--- src/rtl/pet_tap_player_pkg.sv ---
// Shared types and constants for the PET cassette .TAP player.
package pet_tap_pkg;

  localparam int HDR_LEN      = 20;
  localparam int CYC_PER_UNIT = 8;
  localparam int CNT_W        = 24;
  localparam int TAP_VER_OFS  = 12;
  localparam int TAP_LEN_OFS  = 16;

  localparam logic [31:0] CNT_MAX = 32'((64'd1 << CNT_W) - 64'd1);

  typedef enum logic [3:0] {
    IDLE, HDR, FETCH, LONG0, LONG1, LONG2, PULSE, DONE, ERR
  } tap_state_t;

  // Convert a TAP count (1..256 units) into ce_1m ticks, saturating at the counter width.
  function automatic logic [CNT_W-1:0] short_ticks(input logic [8:0] units);
    logic [31:0] p;
    p = 32'(units) * 32'(CYC_PER_UNIT);
    if (p > CNT_MAX) begin
      short_ticks = '1;
    end else begin
      short_ticks = p[CNT_W-1:0];
    end
  endfunction

endpackage

--- src/rtl/pet_tap_player_if.sv ---
// Byte stream from the loader FIFO into the TAP player (valid/ready pop handshake).
interface pet_tap_player_if;
  logic       tap_valid;
  logic [7:0] tap_data;
  logic       tap_ready;

  modport master (output tap_valid, output tap_data, input tap_ready);
  modport slave  (input tap_valid, input tap_data, output tap_ready);
endinterface

--- src/rtl/pet_tap_player_pulse_gen.sv ---
// Pulse timer: counts one TAP pulse down in ce_1m ticks and shapes cass_read
// low for the first (ceil) half and high for the remaining floor(orig/2) ticks.
module pet_tap_pulse_gen
  import pet_tap_pkg::*;
(
  input  logic             clk,
  input  logic             reset_n,
  input  logic             clr,
  input  logic             load,
  input  logic [CNT_W-1:0] cnt_in,
  input  logic             tick,
  output logic             pin,
  output logic             last
);

  logic [CNT_W-1:0] cnt_r;
  logic [CNT_W-1:0] half_r;
  logic [CNT_W-1:0] cnt_dec_s;

  assign cnt_dec_s = cnt_r - {{(CNT_W-1){1'b0}}, 1'b1};
  assign last      = tick & (cnt_r == {{(CNT_W-1){1'b0}}, 1'b1});

  // Countdown and pin shaping; the pin idles high whenever no pulse is running.
  always_ff @(posedge clk) begin
    if (!reset_n || clr) begin
      cnt_r  <= '0;
      half_r <= '0;
      pin    <= 1'b1;
    end else if (load) begin
      cnt_r  <= cnt_in;
      half_r <= cnt_in >> 1;
      pin    <= !(cnt_in > (cnt_in >> 1));
    end else if (tick && (cnt_r != '0)) begin
      cnt_r  <= cnt_dec_s;
      pin    <= !(cnt_dec_s > half_r);
    end else begin
      cnt_r  <= cnt_r;
    end
  end

endmodule

--- src/rtl/pet_tap_player.sv ---
// PET datasette front end: parses the .TAP header, fetches pulse lengths and
// replays them on cass_read while PLAY is held and the PET runs the motor.
module pet_tap_player
  import pet_tap_pkg::*;
(
  input  logic              clk,
  input  logic              reset_n,
  input  logic              ce_1m,
  input  logic              play,
  input  logic              rewind,
  input  logic              cass_motor_n,
  pet_tap_player_if.slave   tap,
  output logic              cass_sense_n,
  output logic              cass_read,
  output logic              busy,
  output logic              done,
  output logic              error
);

  tap_state_t       state_r;
  logic [4:0]       hdr_idx_r;
  logic [7:0]       ver_r;
  logic [31:0]      len_r;
  logic [15:0]      long_r;
  logic             run_s;
  logic             ready_en_s;
  logic             pop_s;
  logic             load_s;
  logic             tick_s;
  logic             last_s;
  logic [CNT_W-1:0] cnt_in_s;
  logic [CNT_W-1:0] long_val_s;
  logic [31:0]      len_hdr_s;

  assign run_s      = play & ~cass_motor_n;
  assign ready_en_s = run_s & reset_n & ~rewind;
  assign pop_s      = tap.tap_valid & tap.tap_ready;
  assign tick_s     = ce_1m & run_s & (state_r == PULSE);
  assign long_val_s = {tap.tap_data, long_r};
  assign len_hdr_s  = {tap.tap_data, len_r[31:8]};

  // Pop strobe: only in byte-consuming states; a LONG state with no bytes left does not pop.
  always_comb begin
    case (state_r)
      HDR, FETCH:          tap.tap_ready = ready_en_s;
      LONG0, LONG1, LONG2: tap.tap_ready = ready_en_s & (len_r != 32'd0);
      default:             tap.tap_ready = 1'b0;
    endcase
  end

  // Pulse load decode: short pulse from FETCH, or the completed 24-bit value in LONG2.
  always_comb begin
    load_s   = 1'b0;
    cnt_in_s = '0;
    if (pop_s && (state_r == FETCH)) begin
      if (tap.tap_data != 8'd0) begin
        load_s   = 1'b1;
        cnt_in_s = short_ticks({1'b0, tap.tap_data});
      end else if (ver_r == 8'd0) begin
        load_s   = 1'b1;
        cnt_in_s = short_ticks(9'd256);
      end else begin
        load_s   = 1'b0;
        cnt_in_s = '0;
      end
    end else if (pop_s && (state_r == LONG2)) begin
      load_s   = 1'b1;
      cnt_in_s = (long_val_s == '0) ? {{(CNT_W-1){1'b0}}, 1'b1} : long_val_s;
    end else begin
      load_s   = 1'b0;
      cnt_in_s = '0;
    end
  end

  // Main FSM with header parser; everything freezes while run is low.
  always_ff @(posedge clk) begin
    if (!reset_n || rewind) begin
      state_r   <= IDLE;
      hdr_idx_r <= 5'd0;
      ver_r     <= 8'd0;
      len_r     <= 32'd0;
      long_r    <= 16'd0;
    end else begin
      case (state_r)
        IDLE: begin
          if (run_s) begin
            state_r   <= HDR;
            hdr_idx_r <= 5'd0;
          end
        end
        HDR: begin
          if (pop_s) begin
            if (hdr_idx_r == 5'(TAP_VER_OFS)) ver_r <= tap.tap_data;
            if (hdr_idx_r >= 5'(TAP_LEN_OFS)) len_r <= len_hdr_s;
            if (hdr_idx_r == 5'(HDR_LEN - 1)) begin
              if (ver_r > 8'd1)              state_r <= ERR;
              else if (len_hdr_s == 32'd0)   state_r <= DONE;
              else                           state_r <= FETCH;
            end else begin
              hdr_idx_r <= hdr_idx_r + 5'd1;
            end
          end
        end
        FETCH: begin
          if (pop_s) begin
            len_r   <= len_r - 32'd1;
            state_r <= load_s ? PULSE : LONG0;
          end
        end
        LONG0: begin
          if (run_s && (len_r == 32'd0)) begin
            state_r <= DONE;
          end else if (pop_s) begin
            long_r[7:0] <= tap.tap_data;
            len_r       <= len_r - 32'd1;
            state_r     <= LONG1;
          end
        end
        LONG1: begin
          if (run_s && (len_r == 32'd0)) begin
            state_r <= DONE;
          end else if (pop_s) begin
            long_r[15:8] <= tap.tap_data;
            len_r        <= len_r - 32'd1;
            state_r      <= LONG2;
          end
        end
        LONG2: begin
          if (run_s && (len_r == 32'd0)) begin
            state_r <= DONE;
          end else if (pop_s) begin
            len_r   <= len_r - 32'd1;
            state_r <= PULSE;
          end
        end
        PULSE: begin
          if (last_s) state_r <= (len_r == 32'd0) ? DONE : FETCH;
        end
        DONE, ERR: state_r <= state_r;
        default:   state_r <= IDLE;
      endcase
    end
  end

  // Registered status flags and PLAY sense line.
  always_ff @(posedge clk) begin
    if (!reset_n) begin
      cass_sense_n <= 1'b1;
      busy         <= 1'b0;
      done         <= 1'b0;
      error        <= 1'b0;
    end else begin
      cass_sense_n <= ~play;
      busy         <= ~rewind & (state_r inside {HDR, FETCH, LONG0, LONG1, LONG2, PULSE});
      done         <= ~rewind & (state_r == DONE);
      error        <= ~rewind & (state_r == ERR);
    end
  end

  pet_tap_pulse_gen u_pulse (
    .clk     (clk),
    .reset_n (reset_n),
    .clr     (rewind),
    .load    (load_s),
    .cnt_in  (cnt_in_s),
    .tick    (tick_s),
    .pin     (cass_read),
    .last    (last_s)
  );

endmodule

--- src/flat_wrapper.sv ---
// flat-port wrapper written by rule: the top's interface ports become plain ports
module pet_tap_player_flat import pet_tap_pkg::*;
  (clk, reset_n, ce_1m, play, rewind, cass_motor_n, cass_sense_n, cass_read, busy, done, error, tap_tap_valid, tap_tap_data, tap_tap_ready);
  pet_tap_player_if tap_i ();
  input  logic clk;
  input  logic reset_n;
  input  logic ce_1m;
  input  logic play;
  input  logic rewind;
  input  logic cass_motor_n;
  output logic cass_sense_n;
  output logic cass_read;
  output logic busy;
  output logic done;
  output logic error;
  input wire logic [$bits(tap_i.tap_valid)-1:0] tap_tap_valid;
  input wire logic [$bits(tap_i.tap_data)-1:0] tap_tap_data;
  output wire logic [$bits(tap_i.tap_ready)-1:0] tap_tap_ready;
  assign tap_i.tap_valid = tap_tap_valid;
  assign tap_i.tap_data = tap_tap_data;
  assign tap_tap_ready = tap_i.tap_ready;
  pet_tap_player u_core (.clk(clk), .reset_n(reset_n), .ce_1m(ce_1m), .play(play), .rewind(rewind), .cass_motor_n(cass_motor_n), .tap(tap_i), .cass_sense_n(cass_sense_n), .cass_read(cass_read), .busy(busy), .done(done), .error(error));
endmodule
--- config.mk ---
export PLATFORM = sky130hd
export DESIGN_NAME = pet_tap_player_flat
export DESIGN_NICKNAME = d
export VERILOG_FILES = /design/src/rtl/pet_tap_player_pkg.sv /design/src/rtl/pet_tap_player_if.sv /design/src/rtl/pet_tap_player_pulse_gen.sv /design/src/rtl/pet_tap_player.sv /design/src/flat_wrapper.sv
export SDC_FILE = /design/constraint.sdc
export NUM_CORES = 1
export LEC_CHECK = 0
export CAP_MARGIN = 25
export CORE_MARGIN = 5
export CORE_UTILIZATION = 30
export CTS_CLUSTER_SIZE = 14
export DETAILED_ROUTE_END_ITERATION = 16
export PLACE_DENSITY_LB_ADDON = 0.15
export RECOVER_POWER = 25
export SLEW_MARGIN = 20
export SYNTH_ARGS = -nofsm -noshare
export SYNTH_HDL_FRONTEND = slang
export SYNTH_SLANG_ARGS = --single-unit
--- constraint.sdc ---
create_clock -name clk -period 9 [get_ports clk]
set_input_delay 1.35 -clock clk [delete_from_list [all_inputs] [get_ports clk]]
set_output_delay 1.35 -clock clk [all_outputs]
set_load 0.005 [all_outputs]
### Word-level counts from Yosys, hierarchy flattened

Index checks and enable logic that the tools add are counted.

* add/sub/neg operators: 3
* multipliers: 0
* divide/modulo/power cells: 0
* $lt $le $gt $ge: 4
* equality and inequality tests: 22
* shift-type cells: 0
* muxes and demuxes: 39
* bitwise logic cells: 16
* reductions and logical operators: 29

Operator list (count)
* two-way mux 24 bit: 6
* two-way mux 32 bit: 4
* case mux 32 bit (3 select lines): 1
* logical NOT 32 bit: 2
* > comparator 24 x 23 -> 1 bit: 2
* two-way mux 4 bit: 12
* case mux 4 bit (8 select lines): 1
* nonzero test 32 bit: 1
* subtractor 32 x 1 -> 32 bit (second input constant): 1
* equality test 24 x 1 -> 1 bit (second input constant): 1
* logical NOT 24 bit: 1
* nonzero test 24 bit: 1
* subtractor 24 x 1 -> 24 bit (second input constant): 1
* equality test 4 x 3 -> 1 bit (second input constant): 4
* two-way mux 5 bit: 3
* two-way mux 12 bit: 1
* inequality test 2 x 1 -> 1 bit (second input constant): 6
* bitwise AND 1 bit: 11
* case mux 5 bit (2 select lines): 1
* two-way mux 3 bit: 3
* inequality test 3 x 1 -> 1 bit (second input constant): 3
* AND reduction 3 bit: 3
* AND reduction 9 bit: 1
* equality test 4 x 2 -> 1 bit (second input constant): 2
* other kinds (23): 41

* bits in registers: 117
* latch bits: 0
* bits in writable memories: 0
* bits in read-only memories: 0
* input bits: 15
* memories kept: 0

### Depth between registers and ports, before layout

Gate-level depths: netlist of run 1.

* depth after elaboration: 13
* mapped depth: 17
* gate-level depth less buffers: 15

### Hierarchy

A second synthesis of run 1 with hierarchy kept.

* cell total of the unflattened synthesis: 960
* area total of the unflattened synthesis: 7671.1 um^2

Modules (own cells, without submodules)
* pet_tap_player: instances 1, cells an instance 510, area each 3996.3 um^2
* pet_tap_pulse_gen: instances 1, cells an instance 450, area each 3674.8 um^2

### Least setup slack after synthesis of run 1

No wires, ideal clock.

* path type: input port to flip-flop
* start point: input port play
* end point: register u_core.u_pulse.pin
* setup time: 0.079 ns
* arrival time: 4.251 ns
* data required time: 8.921 ns
* slack: 4.670 ns
* stages: 16
* path through: nor2b_1 -> nand3_1 -> nand3b_1 -> nor4_1 -> buf_2 -> buf_2 -> a22oi_2 -> inv_1 -> ha_1 -> a21o_1 -> a21o_1 -> a221oi_1 -> a221oi_1 -> o21bai_1 -> a21oi_1 -> o211ai_1

* longest elaborated chain between the ends: 12
* elaborated cells on any way between the ends: 19

Ends and longest elaborated chain
* start, declared: line flat_wrapper.sv:8 `input logic play;`
* bitwise AND 1 bit *: line pet_tap_player.sv:35 `assign run_s = play & ~cass_motor_n;`
* bitwise AND 1 bit * (2 in a row): line pet_tap_player.sv:36 `assign ready_en_s = run_s & reset_n & ~rewind;`
* bitwise AND 1 bit: line pet_tap_player.sv:46 `LONG0, LONG1, LONG2: tap.tap_ready = ready_en_s & (len_r != 32'd0);`
* case mux 1 bit (2 select lines) *: line pet_tap_player.sv:44 `case (state_r)`
* bitwise AND 1 bit *: line pet_tap_player.sv:37 `assign pop_s = tap.tap_valid & tap.tap_ready;`
* logical AND 1 bit: line pet_tap_player.sv:66 `end else if (pop_s && (state_r == LONG2)) begin`
* two-way mux 24 bit: line pet_tap_player.sv:66
* two-way mux 24 bit *: line pet_tap_player.sv:55 `if (pop_s && (state_r == FETCH)) begin`
* named net u_core.cnt_in_s[5]: line pet_tap_player.sv:31 `logic [CNT_W-1:0] cnt_in_s;`
* > comparator 24 x 23 -> 1 bit *: line pet_tap_player_pulse_gen.sv:32 `pin <= !(cnt_in > (cnt_in >> 1));`
* logical NOT 1 bit *: line pet_tap_player_pulse_gen.sv:32
* two-way mux 1 bit *: line pet_tap_player_pulse_gen.sv:29 `end else if (load) begin`
* end signal, assigned: line pet_tap_player_pulse_gen.sv:32
* end signal, assigned: line pet_tap_player_pulse_gen.sv:35 `pin <= !(cnt_dec_s > half_r);`
* end, declared: line pet_tap_player_pulse_gen.sv:12 `output logic pin,`

Mark *: on every way through the listed nets, which the timed path passes. The rest lies on a longest branch.
A chain may end at the register's enable or synchronous reset.

### Worst setup path after layout of run 1

* start point: input port reset_n
* end point: register u_core.u_pulse.pin

* longest elaborated chain between the ends: 11
* elaborated cells on any way between the ends: 17

Ends and longest elaborated chain
* start, declared: line flat_wrapper.sv:6 `input logic reset_n;`
* bitwise AND 1 bit (2 in a row): line pet_tap_player.sv:36
* bitwise AND 1 bit: line pet_tap_player.sv:46
* case mux 1 bit (2 select lines): line pet_tap_player.sv:44
* bitwise AND 1 bit: line pet_tap_player.sv:37
* logical AND 1 bit: line pet_tap_player.sv:66
* two-way mux 24 bit: line pet_tap_player.sv:66
* two-way mux 24 bit: line pet_tap_player.sv:55
* > comparator 24 x 23 -> 1 bit: line pet_tap_player_pulse_gen.sv:32
* logical NOT 1 bit: line pet_tap_player_pulse_gen.sv:32
* two-way mux 1 bit: line pet_tap_player_pulse_gen.sv:29

Parallel ways exist; a longest one is shown, timed or not.

==> results.toml, run 1 <==
[floorplanning]
die_w_um = 167
die_area_um2 = 27800
boundaryPins = 21
rows = 57
initial_core_util_pct = 30.4
core_area_um2 = 24200
die_y_um = 167

[finish]
areaGrowthSynthToFinish_pct = 15.1
diodes = 0
nets = 1006
layout-drive-gt1-share_pct = 7.12

[placed_design]
dp_hpwl_um = 15600
numPortBuffers = 20
dpl_worst_slack_ns = 3.62
gp_congestion = 0.808

[synthesis]
synth_edf_count = 0
synthArstFlopShare_pct = 0
syn-cell-area_um2 = 7370
yosysUniqueCellTypes = 67
yosysWarnings = 0
syn_nets = 1010
syn_inst = 946
synth_ff_type = "dfxtp_1"
avgSynthCellArea_um2 = 7.79
ys_ff_latch = 117
yosysSeqAreaShare_pct = 31.8

[critical_path]
slowest_stage = "clkbuf_1"
arrival_ns = 6.00
crit_path_end_kind = "flop"
slowest_delay_ns = 0.79
critPathTopFamily = "buffers and inverters"
path_class = "in -> reg"
crit_buf_inv = 3
required_ns = 9.34
crit_chain = "dlygate4sd3_1 -> nor2b_1 -> clkbuf_1 -> nand3_1 -> nand3b_1 -> nor4_2 -> buf_4 -> a22oi_1 -> ha_1 -> a21o_1 -> a21o_1 -> a221oi_1 -> a221oi_1 -> o21bai_1 -> a21oi_1 -> o211ai_1"
crit_fanout = 20
worstSetupStartpointType = "input pin"

[detailed_routing]
ant_nets = 0
avgRoutedWirePerCell_um = 17.4
drt-total-wl_um = 22200
drtIter0Drc = 380
dr_total_vias = 6774
viasPerCell = 5.30
dr.pass1.iters = 4
route.detailed.drc = 0

[run_status]
status = "finished with violations"
violations = "max-capacitance violations, max-slew violations"

[global_route]
antenna_found_initial = 0
grt_max_degree = 64
grt_overflow = 0
grt_pass1_vias = 6498
grt_first_pass_wirelength_um = 36000
track_usage_pct = 15.9

[cts]
clk_path_buf_depth = 2
cts_buffers = 17
htree_levels = 4
cts_sinks = 117
cts-resized-gates = 0
cts.reportedPaths.clkPinSlew_ns = 0.06
hold_buffers = 0
cts_setup_buffers = 0
root_buffer = "clkbuf_16"
insertion_delay_ns = 0.43
cts_tree = "yes"

[sta]
relSlewSlack_pct = -99.3
period_share_pct = 62.8
hold_viol = 0
report.final.slew_viol_count = 147
fin_crit_ns = 5.65
finalSetupViolCount = 0
max_freq_ghz = 0.177
finalWorstSetupSlack_ns = 3.35
tightestPinTransition_ns = 2.99
clock_skew_ns = 0.00901
tns_ns = 0
rsz0062_at_grt = "no"

[pwr]
p_total_mw = 1.32
power_leakage_nw = 3.26
irDropWorstVdd_uv = 89.3
power_density_nw_per_um2 = 155

[run]
maxCapViolations = 3

[min_path]
hp-class = "reg -> reg"
[worst min-delay path, cell delays in order (launching register included)]
cell and delay [ns]:
dfxtp_1 0.31, nand2_1 0.05, a21oi_1 0.05
[routing by layer]
metal / GRT usage (%) / vias up / routed length, um
li1: - / 3425 / -
met2: 25.8 / 113 / 10400
met1: 21.6 / 3214 / 10600
met3: 2.92 / 22 / 827
met5: 0 / - / 0
met4: 5.02 / 0 / 323
[through the flow]
stage | hold slack (ns) | utilization [%] | cell area [um^2] | instances
2_1_floorplan | 0.436 | - | 7370 | 946
3_3_place_gp | 0.443 | 32.4 | 7850 | 1247
3_5_place_dp | 0.447 | 32.4 | 7850 | 1247
4_1_cts | 0.455 | 35.1 | 8500 | 1279
5_1_grt | 0.468 | 35.0 | 8480 | 1279
6_report | 0.455 | 35.0 | 8480 | 1279
[layout by cell type, fill, tap and decap left out, types with 4 or more instances in the layout]
cell and count:
o21a_1 6, nand3b_1 4, nand2_1 105, xor2_1 17, nor2b_1 9, clkbuf_16 17
clkdlybuf4s50_1 14, dlygate4sd3_1 6, ha_1 49, o31ai_1 7, a211oi_1 15, a22oi_1 16
nor3_1 22, inv_1 52, mux2i_1 26, nor2_1 97, nand3_1 21, nor4_1 23
a221oi_1 5, and2_1 4, clkbuf_1 4, nor4_2 4, buf_4 6, or3_1 10
xnor2_1 12, nand4_1 21, o221a_2 5, a31oi_1 14, dfxtp_1 117, or4_1 7
o22ai_1 5, and4_1 4, bufinv_16 5, nand2b_1 6, a21oi_1 83, o21ai_0 65
o211ai_1 4, a21o_1 13
[registers in the layout, summed over array words and instances, names as in the netlist]
| name | flops |
|---|---|
| u_core.busy | 1 |
| u_core.cass_sense_n | 1 |
| u_core.done | 1 |
| u_core.error | 1 |
| u_core.hdr_idx_r | 5 |
| u_core.len_r | 32 |
| u_core.long_r | 16 |
| u_core.state_r | 4 |
| u_core.u_pulse.cnt_r | 24 |
| u_core.u_pulse.half_r | 23 |
| u_core.u_pulse.pin | 1 |
| u_core.ver_r | 8 |
[path summary, 6_finish.rpt]
kind | startpoint | end | slack, ns | cells after the start
worst min-delay path | u_core.u_pulse.half_r[12] | u_core.u_pulse.half_r[12] | 0.46 | 2
worst max-delay path | reset_n | u_core.u_pulse.pin | 3.35 | 16
worst min register to register | u_core.u_pulse.half_r[12] | u_core.u_pulse.half_r[12] | 0.46 | 2
worst max register to register | u_core.len_r[19] | u_core.u_pulse.cnt_r[11] | 4.80 | 8
[where the power goes]
group | switching, mW | total, mW | leakage [nW] | internal, mW
sequential | 0.000731 | 0.519 | 0.942 | 0.518
clock | 0.262 | 0.760 | 0.309 | 0.497
combinational | 0.0268 | 0.0383 | 2.01 | 0.0116
total | 0.290 | 1.32 | 3.26 | 1.03
[synth_stat cells, types with 13 or more instances]
library cell | number | share of area, %
a211oi_1 | 15 | 1.5
nand4_1 | 21 | 1.8
a31oi_1 | 14 | 1.2
a21oi_1 | 84 | 5.7
nor3_1 | 22 | 1.5
a22oi_1 | 16 | 1.6
mux2i_1 | 26 | 3.5
nor4_1 | 25 | 2.1
ha_1 | 49 | 8.3
clkbuf_1 | 41 | 2.1
a21o_1 | 13 | 1.3
inv_1 | 52 | 2.6
o21ai_0 | 65 | 4.4
nand3_1 | 21 | 1.4
nand2_1 | 105 | 5.3
dfxtp_1 | 117 | 32
xor2_1 | 17 | 2.0
nor2_1 | 97 | 4.9
[final cells by class]
cell class | instances | area [um^2]
repair buffers | 29 | 256
clock buffers | 19 | 443
flip-flops and latches | 117 | 2340
inverters | 53 | 199
fillers | 2605 | 15800
multi-input cells | 724 | 4630
clock inverters | 13 | 205
well taps | 324 | 405
[cell families (layout without fill, tap and decap cells)]
logic type                 after synthesis  count (layout)  synth area share, %
and+or+nand+nor                        357             357                 24.6
xor gates and xnor gates                29              29                 3.44
buffers and inverters                  105             114                 5.63
adders and majority gates               49              49                 8.31
muxes                                   26              26                 3.53
AOI/OAI and AO/OA                      263             263                 22.8
DFF                                    117             117                 31.8
Note: power is estimated with default switching activity, not from simulation.
==> inputs of run 2 (changes only) <==
- clock period: 9 -> 5.4 ns (I/O delays scaled with it)
==> run 2 against run 1 <==
Against the previous run: the run still ends with max-capacitance violations, max-slew violations left; global-route usage grew 0.081 points; first-iteration DRC count shrank 3.4%; worst hold slack is essentially flat; via count grew 0.81%; non-clock buffer count grew 6; setup slack lost 2.2 ns; die area is the same; clock power grew 49%; final area shrank 0.37%; sequential power grew 67%; final cell count grew 0.39%; largest cell class unchanged.
==> results.toml, run 2 (synthesis results as in run 1) <==
[floorplanning]
die_area_um2 = 27800
boundaryPins = 21
rows = 57
initial_core_util_pct = 30.4
core_area_um2 = 24200
die_w_um = 167
die_y_um = 167

[pwr]
p_total_mw = 2.06
power_leakage_nw = 3.26
seqPwrFrac_pct = 41.9
p_sw_share_pct = 22.7
power_density_nw_per_um2 = 244
pwr-share-comb_pct = 3.2
p_switching_mw = 0.469
intPower_mw = 1.59
clockPowerShare_pct = 54.8
irDropWorstVdd_uv = 146

[placed_design]
dpl_worst_slack_ns = 0.727
numPortBuffers = 20
gp_congestion = 0.814
dp_hpwl_um = 15600
dpl_cell_area_um2 = 7900

[critical_path]
cpMostUsedCell = "nor4_1"
critPathTopFamily = "simple AND/OR/NAND/NOR gates"
crit_path_end_kind = "flop"
crit_fanout = 8
crit_buf_inv = 0
slowest_delay_ns = 0.80
required_ns = 5.70
path_class = "reg -> reg"
worstSetupStartpointType = "flop"
slowest_stage = "nor4_2"
arrival_ns = 4.57
crit_chain = "nor4_2 -> nand3_1 -> nor4_1 -> xor2_1 -> ha_1 -> nand4_1 -> nor4_1 -> o2111ai_1 -> a41o_1 -> a21oi_1 -> o211ai_1"

[finish]
diodes = 0
largest_reg_flops = 32
top_regs = "u_core.len_r x32, u_core.u_pulse.cnt_r x24, u_core.u_pulse.half_r x23"
final_common_cell = "dfxtp_1"
layout-drive-gt1-share_pct = 7.60
areaGrowthSynthToFinish_pct = 14.6
regMostFlops = "u_core.len_r"
final_area_um2 = 8450
nets = 1012
layout_common_cells = "117 x dfxtp_1, 105 x nand2_1, 97 x nor2_1"

[run_status]
violations = "max-capacitance violations, max-slew violations"
status = "finished with violations"

[sta]
fin_crit_ns = 4.27
rsz0062_at_grt = "no"
tightestPinTransition_ns = 2.15
finalSetupViolCount = 0
period_share_pct = 79.0
tns_ns = 0
finalWorstSetupSlack_ns = 1.13
report.final.slew_viol_count = 122
relSlewSlack_pct = -43.2
max_freq_ghz = 0.234
hold_viol = 0
clock_skew_ns = 0.0135

[detailed_routing]
route.detailed.drc = 0
drt-total-wl_um = 22300
ant_nets = 0
avgRoutedWirePerCell_um = 17.3
viasPerCell = 5.32
dr.pass1.iters = 4
dr_total_vias = 6829
drtIter0Drc = 367

[global_route]
antenna_found_initial = 0
grt_max_degree = 69
grt_first_pass_wirelength_um = 36400
track_usage_pct = 16.0
grt_overflow = 0
grt_pass1_vias = 6585

[cts]
clk_path_buf_depth = 2
insertion_delay_ns = 0.43
cts.reportedPaths.clkPinSlew_ns = 0.06
cts_setup_buffers = 0
htree_levels = 4
cts_buffers = 17
cts-resized-gates = 0
hold_buffers = 0
root_buffer = "clkbuf_16"
cts_sinks = 117
cts_tree = "yes"

[run]
maxCapViolations = 2

[min_path]
hp-class = "reg -> reg"
## run 2: layout make-up
| type | count | area [um^2] |
|---|---|---|
| Fill cell | 2600 | 15800 |
| Multi-Input combinational cell | 724 | 4630 |
| Sequential cell | 117 | 2340 |
| Clock buffer | 22 | 474 |
| Tap cell | 324 | 405 |
| Timing Repair Buffer | 35 | 303 |
| Inverter | 53 | 199 |
| Clock inverter | 9 | 103 |
## run 2: power by group through the flow
stage	clock network, mW	registers, mW	logic, mW
after floorplan	0	0.884	0.0340
after global placement	0	0.884	0.0694
after detailed placement	0	0.884	0.0686
after CTS	1.17	0.865	0.0689
after global routing	1.20	0.865	0.0723
final	1.13	0.866	0.0666
## run 2: worst paths after layout
path,startpoint,endpoint,slack [ns],cells past startpoint
max,u_core.u_pulse.cnt_r[2],u_core.u_pulse.pin,1.13,11
min,u_core.u_pulse.half_r[19],u_core.u_pulse.half_r[19],0.46,2
max reg2reg,u_core.u_pulse.cnt_r[2],u_core.u_pulse.pin,1.13,11
min reg2reg,u_core.u_pulse.half_r[19],u_core.u_pulse.half_r[19],0.46,2
## run 2: per-layer routing
metal | global-route usage [%] | vias up | wire, um
met3 | 3.15 | 23 | 703
met5 | 0 | - | 0
li1 | - | 3436 | -
met2 | 26.5 | 111 | 10600
met4 | 4.80 | 0 | 356
met1 | 21.2 | 3259 | 10600
## run 2: worst reg2reg max path, stage by stage (launching register included)
cell	delay (ns)
dfxtp_1	0.38
nor4_2	0.80
nand3_1	0.51
nor4_1	0.44
xor2_1	0.14
ha_1	0.33
nand4_1	0.16
nor4_1	0.48
o2111ai_1	0.26
a41o_1	0.31
a21oi_1	0.22
o211ai_1	0.12
## run 2: per-stage QoR
stage / cells / hold WS (ns) / utilization [%]
finish: 1284 / 0.456 / 34.9
global route: 1284 / 0.478 / 34.9
CTS: 1284 / 0.457 / 35.0
detailed placement: 1253 / 0.449 / 32.6
global placement: 1253 / 0.445 / 32.6
floorplan: 946 / 0.436 / -
==> inputs of run 3 (changes only) <==
- clock period: 5.4 -> 4.4 ns (I/O delays scaled with it)
==> run 3 against run 2 <==
Against the previous run: the run still ends with max-capacitance violations, max-slew violations left; final area rose by 2.8%; worst hold slack got worse by 0.0016 ns; sequential power rose by 22%; core utilization rose by 0.98 points; sequential cell count did not move; clock-buffer cell count rose by 1.
==> results.toml, run 3 (synthesis results as in run 1) <==
[finish]
final_cells = 1305
fill_cells = 2606
layout_common_cells = "117 x dfxtp_1, 105 x nand2_1, 97 x nor2_1"
diodes = 0
final_common_cell = "dfxtp_1"
multiInputGateArea_um2 = 4630
top_regs = "u_core.len_r x32, u_core.u_pulse.cnt_r x24, u_core.u_pulse.half_r x23"
areaGrowthSynthToFinish_pct = 17.9
regMostFlops = "u_core.len_r"
nets = 1032
register_area_um2 = 2340
final_area_um2 = 8690
largest_reg_flops = 32
layout-drive-gt1-share_pct = 9.79
final_util_pct = 35.8

[global_route]
grtUsageMet3_pct = 2.49
grt_overflow = 0
grt_pass1_vias = 6666
track_usage_pct = 16.2
antenna_found_initial = 0
grt.busiest_layer = "met2"
met1_usage_pct = 22.0
use_met2_pct = 26.7
grt_first_pass_wirelength_um = 36800
grt_max_degree = 64

[critical_path]
r2r_end = "u_core.u_pulse.pin"
required_ns = 4.70
r2r_slack_ns = 0.61
worstSetupStartpointType = "input pin"
crit_fanout = 20
path_class = "in -> reg"
ff2ff_path_depth = 15
crit_path_end_kind = "flop"
arrival_ns = 4.10
r2r-start = "u_core.len_r[19]"

[cts]
cts-resized-gates = 0
cts_sinks = 117
htree_levels = 4
cts.reportedPaths.clkPinSlew_ns = 0.06
cts_tree = "yes"
clk_path_buf_depth = 2
root_buffer = "clkbuf_16"
cts_setup_buffers = 0
hold_buffers = 0
cts_buffers = 17
insertion_delay_ns = 0.42

[sta]
tightestPinTransition_ns = 1.73
clock_skew_ns = 0.0113
tns_ns = 0
finalSetupViolCount = 0
max_freq_ghz = 0.263
hold_viol = 0
relSlewSlack_pct = -15.6
rsz0062_at_grt = "no"
period_share_pct = 86.3
report.final.slew_viol_count = 36
hold_ws_ns = 0.454
finalWorstSetupSlack_ns = 0.601
fin_crit_ns = 3.80

[detailed_routing]
route.detailed.drc = 0
drt-total-wl_um = 22500
viasPerCell = 5.24
avgRoutedWirePerCell_um = 17.2
ant_nets = 0
dr.pass1.iters = 5
dr_total_vias = 6832
drtIter0Drc = 357

[pwr]
p_total_mw = 2.68
power_leakage_nw = 3.40
irDropWorstVdd_uv = 169
power_density_nw_per_um2 = 309

[floorplanning]
die_y_um = 167
boundaryPins = 21
die_w_um = 167
initial_core_util_pct = 30.4
core_area_um2 = 24200
die_area_um2 = 27800
rows = 57

[placed_design]
gp_congestion = 0.809
dpl_worst_slack_ns = 0.222
dp_cells = 1272
dpl_cell_area_um2 = 8060
dp_hpwl_um = 16000
numPortBuffers = 20

[min_path]
min_path_cells = 2
min_from = "u_core.u_pulse.half_r[2]"
holdPathEnd = "u_core.u_pulse.half_r[2]"
hp-class = "reg -> reg"

[run_status]
violations = "max-capacitance violations, max-slew violations"
status = "finished with violations"

[run]
maxCapViolations = 1
run 3: final cells by class:
class	count	area share, %
multi-input combinational	724	53.3
tap	324	4.67
inverter	53	2.29
clock inverter	9	1.70
sequential	117	27.0
timing repair buffer	55	5.44
clock buffer	23	5.62
run 3: worst max-delay path: stages:
cell and delay (ns):
dlygate4sd3_1 0.60, nor2b_1 0.19, nand3_1 0.14, nand3b_1 0.27, nor4_2 0.33, buf_4 0.28
a22oi_1 0.13, buf_4 0.16, ha_1 0.25, and2_1 0.14, nand4_1 0.11, a21o_1 0.18
a221oi_1 0.30, o21bai_1 0.09, a21oi_1 0.16, o211ai_1 0.09
run 3: worst max path at each step:
| stage | start | endpoint | slack, ns |
|---|---|---|---|
| 2_1_floorplan | play | u_core.u_pulse.pin | 0.76 |
| 3_3_place_gp | reset_n | u_core.u_pulse.pin | 0.30 |
| 6_report | reset_n | u_core.u_pulse.pin | 0.60 |
| 3_5_place_dp | reset_n | u_core.u_pulse.pin | 0.22 |
| 4_1_cts | u_core.len_r[19] | u_core.u_pulse.pin | 0.65 |
| 5_1_grt | u_core.len_r[5] | u_core.u_pulse.pin | 0.25 |
run 3: where the power goes:
group          switching, mW  internal [mW]  total (mW)
Combinational         0.0574         0.0311      0.0885
Clock                  0.526           1.00        1.53
Sequential           0.00143           1.06        1.06
Total                  0.585           2.10        2.68
run 3: per-layer routing:
layer,share of wire (%),vias to the layer above
met5,0,-
met4,1.6,0
met3,3.1,25
met2,47,115
met1,48,3215
li1,-,3477
